--- src/rtl/action_write_arbiter_if.sv ---
// Bundle between the per-thread action sources, the regfile action-write port and the arbiter.
// Handshake: a request word is taken on a rising edge where req_valid_in[t] && req_ready_out[t].
interface action_write_arbiter_if #(
  parameter int NUM_ACTIONS = 4,
  parameter int THREAD_BITS = 2,
  parameter int STALL_BITS  = 8
);
  localparam int NUM_THREADS = 2 ** THREAD_BITS;

  logic [NUM_THREADS-1:0]             req_valid_in;
  logic [NUM_THREADS*NUM_ACTIONS-1:0] req_data_in;
  logic [NUM_THREADS-1:0]             req_ready_out;
  logic                               pipe_wena_in;
  logic                               action_wen_out;
  logic [THREAD_BITS-1:0]             action_thread_id_out;
  logic [NUM_ACTIONS-1:0]             action_data_out;
  logic [NUM_THREADS-1:0]             done_out;
  logic [STALL_BITS-1:0]              stall_count_out;

  // slave: the arbiter itself
  modport slave (
    input  req_valid_in, req_data_in, pipe_wena_in,
    output req_ready_out, action_wen_out, action_thread_id_out,
           action_data_out, done_out, stall_count_out
  );

  // master: action sources plus the regfile's pipeline-write indication
  modport master (
    output req_valid_in, req_data_in, pipe_wena_in,
    input  req_ready_out, action_wen_out, action_thread_id_out,
           action_data_out, done_out, stall_count_out
  );
endinterface

--- src/rtl/action_write_arbiter.sv ---
// One-entry action slot per thread, round-robin serialised onto the regfile action-write port.
// An issued action retries every cycle until the regfile pipeline write (pipe_wena_in) is low.
module action_write_arbiter #(
  parameter int NUM_ACTIONS = 4,
  parameter int THREAD_BITS = 2,
  parameter int STALL_BITS  = 8
) (
  input  logic                  clk,
  input  logic                  reset,
  action_write_arbiter_if.slave bus
);
  localparam int NUM_THREADS = 2 ** THREAD_BITS;

  logic [NUM_THREADS-1:0] r_slot_valid;
  logic [NUM_ACTIONS-1:0] r_slot_data [NUM_THREADS];
  logic                   r_issue_valid;
  logic [THREAD_BITS-1:0] r_issue_tid;
  logic [NUM_ACTIONS-1:0] r_issue_data;
  logic [THREAD_BITS-1:0] r_rr;
  logic [NUM_THREADS-1:0] r_done;
  logic [STALL_BITS-1:0]  r_stall_count;

  logic [NUM_THREADS-1:0] w_eligible;
  logic                   w_grant_found;
  logic [THREAD_BITS-1:0] w_grant_tid;
  logic                   w_commit;
  logic                   w_stall;
  logic                   w_load;

  // The thread sitting in the issue stage must not be picked again while it is there.
  always_comb begin
    w_eligible = '0;
    for (int t = 0; t < NUM_THREADS; t++) begin
      w_eligible[t] = r_slot_valid[t] && !(r_issue_valid && (r_issue_tid == THREAD_BITS'(t)));
    end
  end

  always_comb begin
    logic [THREAD_BITS-1:0] w_idx;
    w_idx         = '0;
    w_grant_found = 1'b0;
    w_grant_tid   = '0;
    for (int k = 0; k < NUM_THREADS; k++) begin
      w_idx = r_rr + THREAD_BITS'(k);
      if (!w_grant_found && w_eligible[w_idx]) begin
        w_grant_found = 1'b1;
        w_grant_tid   = w_idx;
      end
    end
  end

  assign w_commit = r_issue_valid && !bus.pipe_wena_in;
  assign w_stall  = r_issue_valid && bus.pipe_wena_in;
  assign w_load   = (!r_issue_valid || w_commit) && w_grant_found;

  always_ff @(posedge clk) begin
    if (reset) begin
      r_slot_valid  <= '0;
      for (int t = 0; t < NUM_THREADS; t++) begin
        r_slot_data[t] <= '0;
      end
      r_issue_valid <= 1'b0;
      r_issue_tid   <= '0;
      r_issue_data  <= '0;
      r_rr          <= '0;
      r_done        <= '0;
      r_stall_count <= '0;
    end else begin
      // A slot is never accepted into while valid, so accept and commit never hit the same thread.
      for (int t = 0; t < NUM_THREADS; t++) begin
        if (bus.req_valid_in[t] && !r_slot_valid[t]) begin
          r_slot_valid[t] <= 1'b1;
          r_slot_data[t]  <= bus.req_data_in[t*NUM_ACTIONS +: NUM_ACTIONS];
        end
      end

      r_done <= '0;
      if (w_commit) begin
        r_slot_valid[r_issue_tid] <= 1'b0;
        r_done[r_issue_tid]       <= 1'b1;
      end

      if (w_load) begin
        r_issue_valid <= 1'b1;
        r_issue_tid   <= w_grant_tid;
        r_issue_data  <= r_slot_data[w_grant_tid];
        r_rr          <= w_grant_tid + 1'b1;
      end else if (w_commit) begin
        r_issue_valid <= 1'b0;
      end

      if (w_stall && (r_stall_count != {STALL_BITS{1'b1}})) begin
        r_stall_count <= r_stall_count + 1'b1;
      end
    end
  end

  assign bus.req_ready_out        = ~r_slot_valid;
  assign bus.action_wen_out       = r_issue_valid;
  assign bus.action_thread_id_out = r_issue_valid ? r_issue_tid  : '0;
  assign bus.action_data_out      = r_issue_valid ? r_issue_data : '0;
  assign bus.done_out             = r_done;
  assign bus.stall_count_out      = r_stall_count;
endmodule

--- src/flat_wrapper.sv ---
// flat-port wrapper written by rule: the top's interface ports become plain ports
module action_write_arbiter_flat 
#(
  parameter int NUM_ACTIONS = 4,
  parameter int THREAD_BITS = 2,
  parameter int STALL_BITS  = 8
)
  (clk, reset, bus_req_valid_in, bus_req_data_in, bus_pipe_wena_in, bus_req_ready_out, bus_action_wen_out, bus_action_thread_id_out, bus_action_data_out, bus_done_out, bus_stall_count_out);
  action_write_arbiter_if #(.NUM_ACTIONS(NUM_ACTIONS), .THREAD_BITS(THREAD_BITS), .STALL_BITS(STALL_BITS)) bus_i ();
  input  logic clk;
  input  logic reset;
  input wire logic [$bits(bus_i.req_valid_in)-1:0] bus_req_valid_in;
  input wire logic [$bits(bus_i.req_data_in)-1:0] bus_req_data_in;
  input wire logic [$bits(bus_i.pipe_wena_in)-1:0] bus_pipe_wena_in;
  output wire logic [$bits(bus_i.req_ready_out)-1:0] bus_req_ready_out;
  output wire logic [$bits(bus_i.action_wen_out)-1:0] bus_action_wen_out;
  output wire logic [$bits(bus_i.action_thread_id_out)-1:0] bus_action_thread_id_out;
  output wire logic [$bits(bus_i.action_data_out)-1:0] bus_action_data_out;
  output wire logic [$bits(bus_i.done_out)-1:0] bus_done_out;
  output wire logic [$bits(bus_i.stall_count_out)-1:0] bus_stall_count_out;
  assign bus_i.req_valid_in = bus_req_valid_in;
  assign bus_i.req_data_in = bus_req_data_in;
  assign bus_i.pipe_wena_in = bus_pipe_wena_in;
  assign bus_req_ready_out = bus_i.req_ready_out;
  assign bus_action_wen_out = bus_i.action_wen_out;
  assign bus_action_thread_id_out = bus_i.action_thread_id_out;
  assign bus_action_data_out = bus_i.action_data_out;
  assign bus_done_out = bus_i.done_out;
  assign bus_stall_count_out = bus_i.stall_count_out;
  action_write_arbiter #(.NUM_ACTIONS(NUM_ACTIONS), .THREAD_BITS(THREAD_BITS), .STALL_BITS(STALL_BITS)) u_core (.clk(clk), .reset(reset), .bus(bus_i));
endmodule
--- config.mk ---
export PLATFORM = sky130hd
export DESIGN_NAME = action_write_arbiter_flat
export DESIGN_NICKNAME = d
export VERILOG_FILES = /design/src/rtl/action_write_arbiter_if.sv /design/src/rtl/action_write_arbiter.sv /design/src/flat_wrapper.sv
export SDC_FILE = /design/constraint.sdc
export NUM_CORES = 1
export LEC_CHECK = 0
export ABC_AREA = 1
export BUFFER_PORTS_ARGS = -buffer_cell sky130_fd_sc_hd__buf_2
export CORE_MARGIN = 2
export CORE_UTILIZATION = 49
export CTS_CLUSTER_SIZE = 12
export DETAILED_ROUTE_END_ITERATION = 10
export PLACE_DENSITY = 0.86
export SETUP_SLACK_MARGIN = 0.5
export SYNTH_ARGS = -nofsm -noshare
export SYNTH_HDL_FRONTEND = slang
export SYNTH_SLANG_ARGS = --single-unit
--- constraint.sdc ---
create_clock -name clk -period 1.9 [get_ports clk]
set_input_delay 0.095 -clock clk [delete_from_list [all_inputs] [get_ports clk]]
set_output_delay 0.095 -clock clk [all_outputs]
set_load 0.02 [all_outputs]
==> impl_metrics.py <==
metrics = {
    "power_and_ir_drop": {
        "p_total_w": 0.005067,
        "power.internal_w": 0.002639,
        "p_sw_w": 0.002427,
        "clkPwrFrac": 0.118,
        "p_leak_nw": 1.560,
        "ir_drop_uv": 965.8,
        "p_per_area_mw_per_mm2": 1587,
        "comb_power_share": 0.626,
        "power_frac_seq": 0.257,
        "swShare": 0.4791,
    },
    "status": {
        "violations": "negative setup slack",
        "status": "finished with violations",
    },
    "cells_and_area": {
        "final_common_cell": "inv_1",
        "finalInstanceArea_mm2": 0.003192,
        "final_cell_mix": "inv_1 (51), buf_2 (41), nand2_1 (35)",
        "fillCellCount": 247,
        "n_antenna_cell": 0,
        "fin_nets": 395,
        "drive_above_1_share": 0.4677,
        "final_util": 0.7485,
        "areaGrowthSynthToFinish_pct": 49.53,
    },
    "synth": {
        "netlist_instances": 284,
        "yosys_most_used_dff": "dfxtp_1",
        "yosysWarnings": 0,
        "synth_edf_count": 16,
        "ys_seq_area_frac": 0.4596,
        "synth_cell_types": 32,
        "synth-async-reset-ratio": 0,
        "avgSynthCellArea_um2": 7.516,
        "ys_ff_latch": 41,
        "synth_area_mm2": 0.002135,
        "syn-num-nets": 308,
    },
    "die": {
        "die_x_um": 70,
        "design.core.area_mm2": 0.004264,
        "chipHeight_um": 70,
        "initial_utilization": 0.5006,
        "rows": 24,
        "die_area_mm2": 0.004900,
        "io-pin-count": 46,
    },
    "setup_path": {
        "cp-end-kind": "flop",
        "crit_required_ps": 2090,
        "cp_slowest_cell": "dfxtp_4",
        "setup.worst_path.start_class": "flop",
        "critical_path_arrival_ps": 2240,
        "path_buf_inv": 2,
        "crit_chain": "inv_4, nand3_4, nand3_2, nand2_2, nand2_2, and2_4, nand4_4, nand2_4, inv_8, nand2_1, nor3b_2, nor2_2",
        "crit_family": "simple AND/OR/NAND/NOR gates",
        "cp_max_fo": 7,
        "max_stage_delay_ps": 440,
        "crit_type": "reg2reg",
        "crit_path_frequent_cell": "nand2_2",
    },
    "worst_hold_path": {
        "worstHoldPathType": "in2reg",
    },
    "global_route": {
        "grt_pass1_wl_um": 9397,
        "antenna_found_initial": 0,
        "grt_pass1_vias": 2059,
        "grt_max_degree": 19,
        "grt_use_total": 0.2423,
        "grt_overflow": 0,
    },
    "detailed_routing": {
        "route.detailed.drc": 0,
        "drtAntennaViolNets": 0,
        "wl_per_cell_um": 17.62,
        "totalWireLength_um": 7472,
        "firstDrtPassIters": 6,
        "drtIter0Drc": 287,
        "viasPerCell": 5.717,
        "vias": 2424,
    },
    "cts": {
        "ctsHoldBuffers": 0,
        "clock-sinks": 41,
        "cts_buffers": 5,
        "cts_tree": "yes",
        "cts_buffer_depth": 2,
        "clk_pin_slew_ps": 100,
        "clock_latency_ps": 320,
        "cts_root_buf": "clkbuf_8",
        "h-tree-depth": 2,
    },
    "sta": {
        "relSlewSlack": 0.7918,
        "hold_viol": 0,
        "setup_viol": 7,
        "min_period_ps": 2050,
        "worst_slew_pin_slew_ps": 311.9,
        "final.period_utilization": 1.079,
        "fin_setup_tns_ps": -402.8,
        "slew_viol_final": 0,
        "clock-skew-final_ps": 19.37,
        "fin_ws_ps": -150.3,
        "rsz0062_at_grt": "yes",
        "max_clock_freq_ghz": 0.4877,
    },
    "placement": {
        "place_area_mm2": 0.002525,
        "gp_congestion": 0.8880,
        "hpwl_um": 3738,
        "io_buffer_count": 45,
    },
    "run": {
        "maxCapViolations": 0,
    },
}
## cell families after synthesis
| family | share of synthesized area |
|---|---|
| adder cells (fa/ha/maj) | 0.005861 |
| XOR/XNOR | 0.004104 |
| AND/OR/NAND/NOR | 0.3242 |
| AO/OA/AOI/OAI | 0.07210 |
| flip-flops | 0.4596 |
| buffers and inverters | 0.1342 |
## worst paths after layout
kind / start / to / slack, ps / cells after the start
worst min-delay path: bus_pipe_wena_in / u_core.bus.done_out[2] / 70 / 2
worst min register to register: u_core.bus.stall_count_out[6] / u_core.bus.stall_count_out[6] / 530 / 1
worst max register to register: u_core.r_issue_tid[0] / u_core.r_issue_data[0] / -150 / 12
worst max-delay path: u_core.r_issue_tid[0] / u_core.r_issue_data[0] / -150 / 12
## what timing repair did
item	CTS	global route
resized for setup	29	67
pin swaps	11	26
buffers inserted	18	13
setup endpoints to repair	14	17
## sequential cells by signal, summed over array words and instances, names as in the netlist
name and count:
u_core.r_issue_data 4, u_core.bus.stall_count_out 8, u_core.r_issue_tid 2, u_core.r_rr 2, u_core.r_slot_valid 4, u_core.bus.action_wen_out 1
u_core.r_slot_data 16, u_core.bus.done_out 4
## stage by stage
| stage | setup slack [ps] | hold WS, ps | cells |
|---|---|---|---|
| 2_1_floorplan | 180.0 | 172.5 | 284 |
| 4_1_cts | 144.1 | 48.92 | 411 |
| 5_1_grt | -211.6 | 82.63 | 424 |
| 3_5_place_dp | -29.66 | 362.7 | 385 |
| 3_3_place_gp | 81.46 | 353.6 | 385 |
| 6_report | -150.3 | 66.26 | 424 |
## power groups by stage
stage               clock (W)  combinational [W]  sequential, W
global placement            0            0.00185        0.00123
finish               0.000596            0.00317        0.00130
detailed placement          0            0.00192        0.00123
floorplan                   0            0.00152        0.00120
CTS                  0.000568            0.00228        0.00123
global route         0.000633            0.00329        0.00131
## synth_stat cells, drive strengths merged (2+ instances only)
library cell,n,share of area
a211oi,2,0.0070
a21oi,9,0.021
a31oi,3,0.0088
buf,4,0.018
clkbuf,2,0.0035
dfxtp,25,0.23
edfxtp,16,0.23
inv,63,0.11
nand2,59,0.11
nand3,40,0.10
nand4,5,0.022
nor2,34,0.064
nor3,4,0.0094
nor3b,2,0.0094
o21ai,9,0.023
## layout make-up
cell class | instances | area (um2) | area share
well taps | 52 | 65.06 | 0.02038
repair buffers | 86 | 603.1 | 0.1889
clock inverters | 2 | 15.01 | 0.004704
inverters | 64 | 260.3 | 0.08154
flip-flops and latches | 41 | 1001 | 0.3136
clock buffers | 6 | 72.57 | 0.02274
multi-input cells | 173 | 1175 | 0.3681
## metal layers
layer	wire length, um	GRT usage	vias to the layer above
met5	0	0	-
met4	489	0.1389	0
met3	640	0.05628	59
met2	3684	0.3968	190
met1	2657	0.2916	1099
li1	-	-	1076
Power figures use the tool's default switching activity.
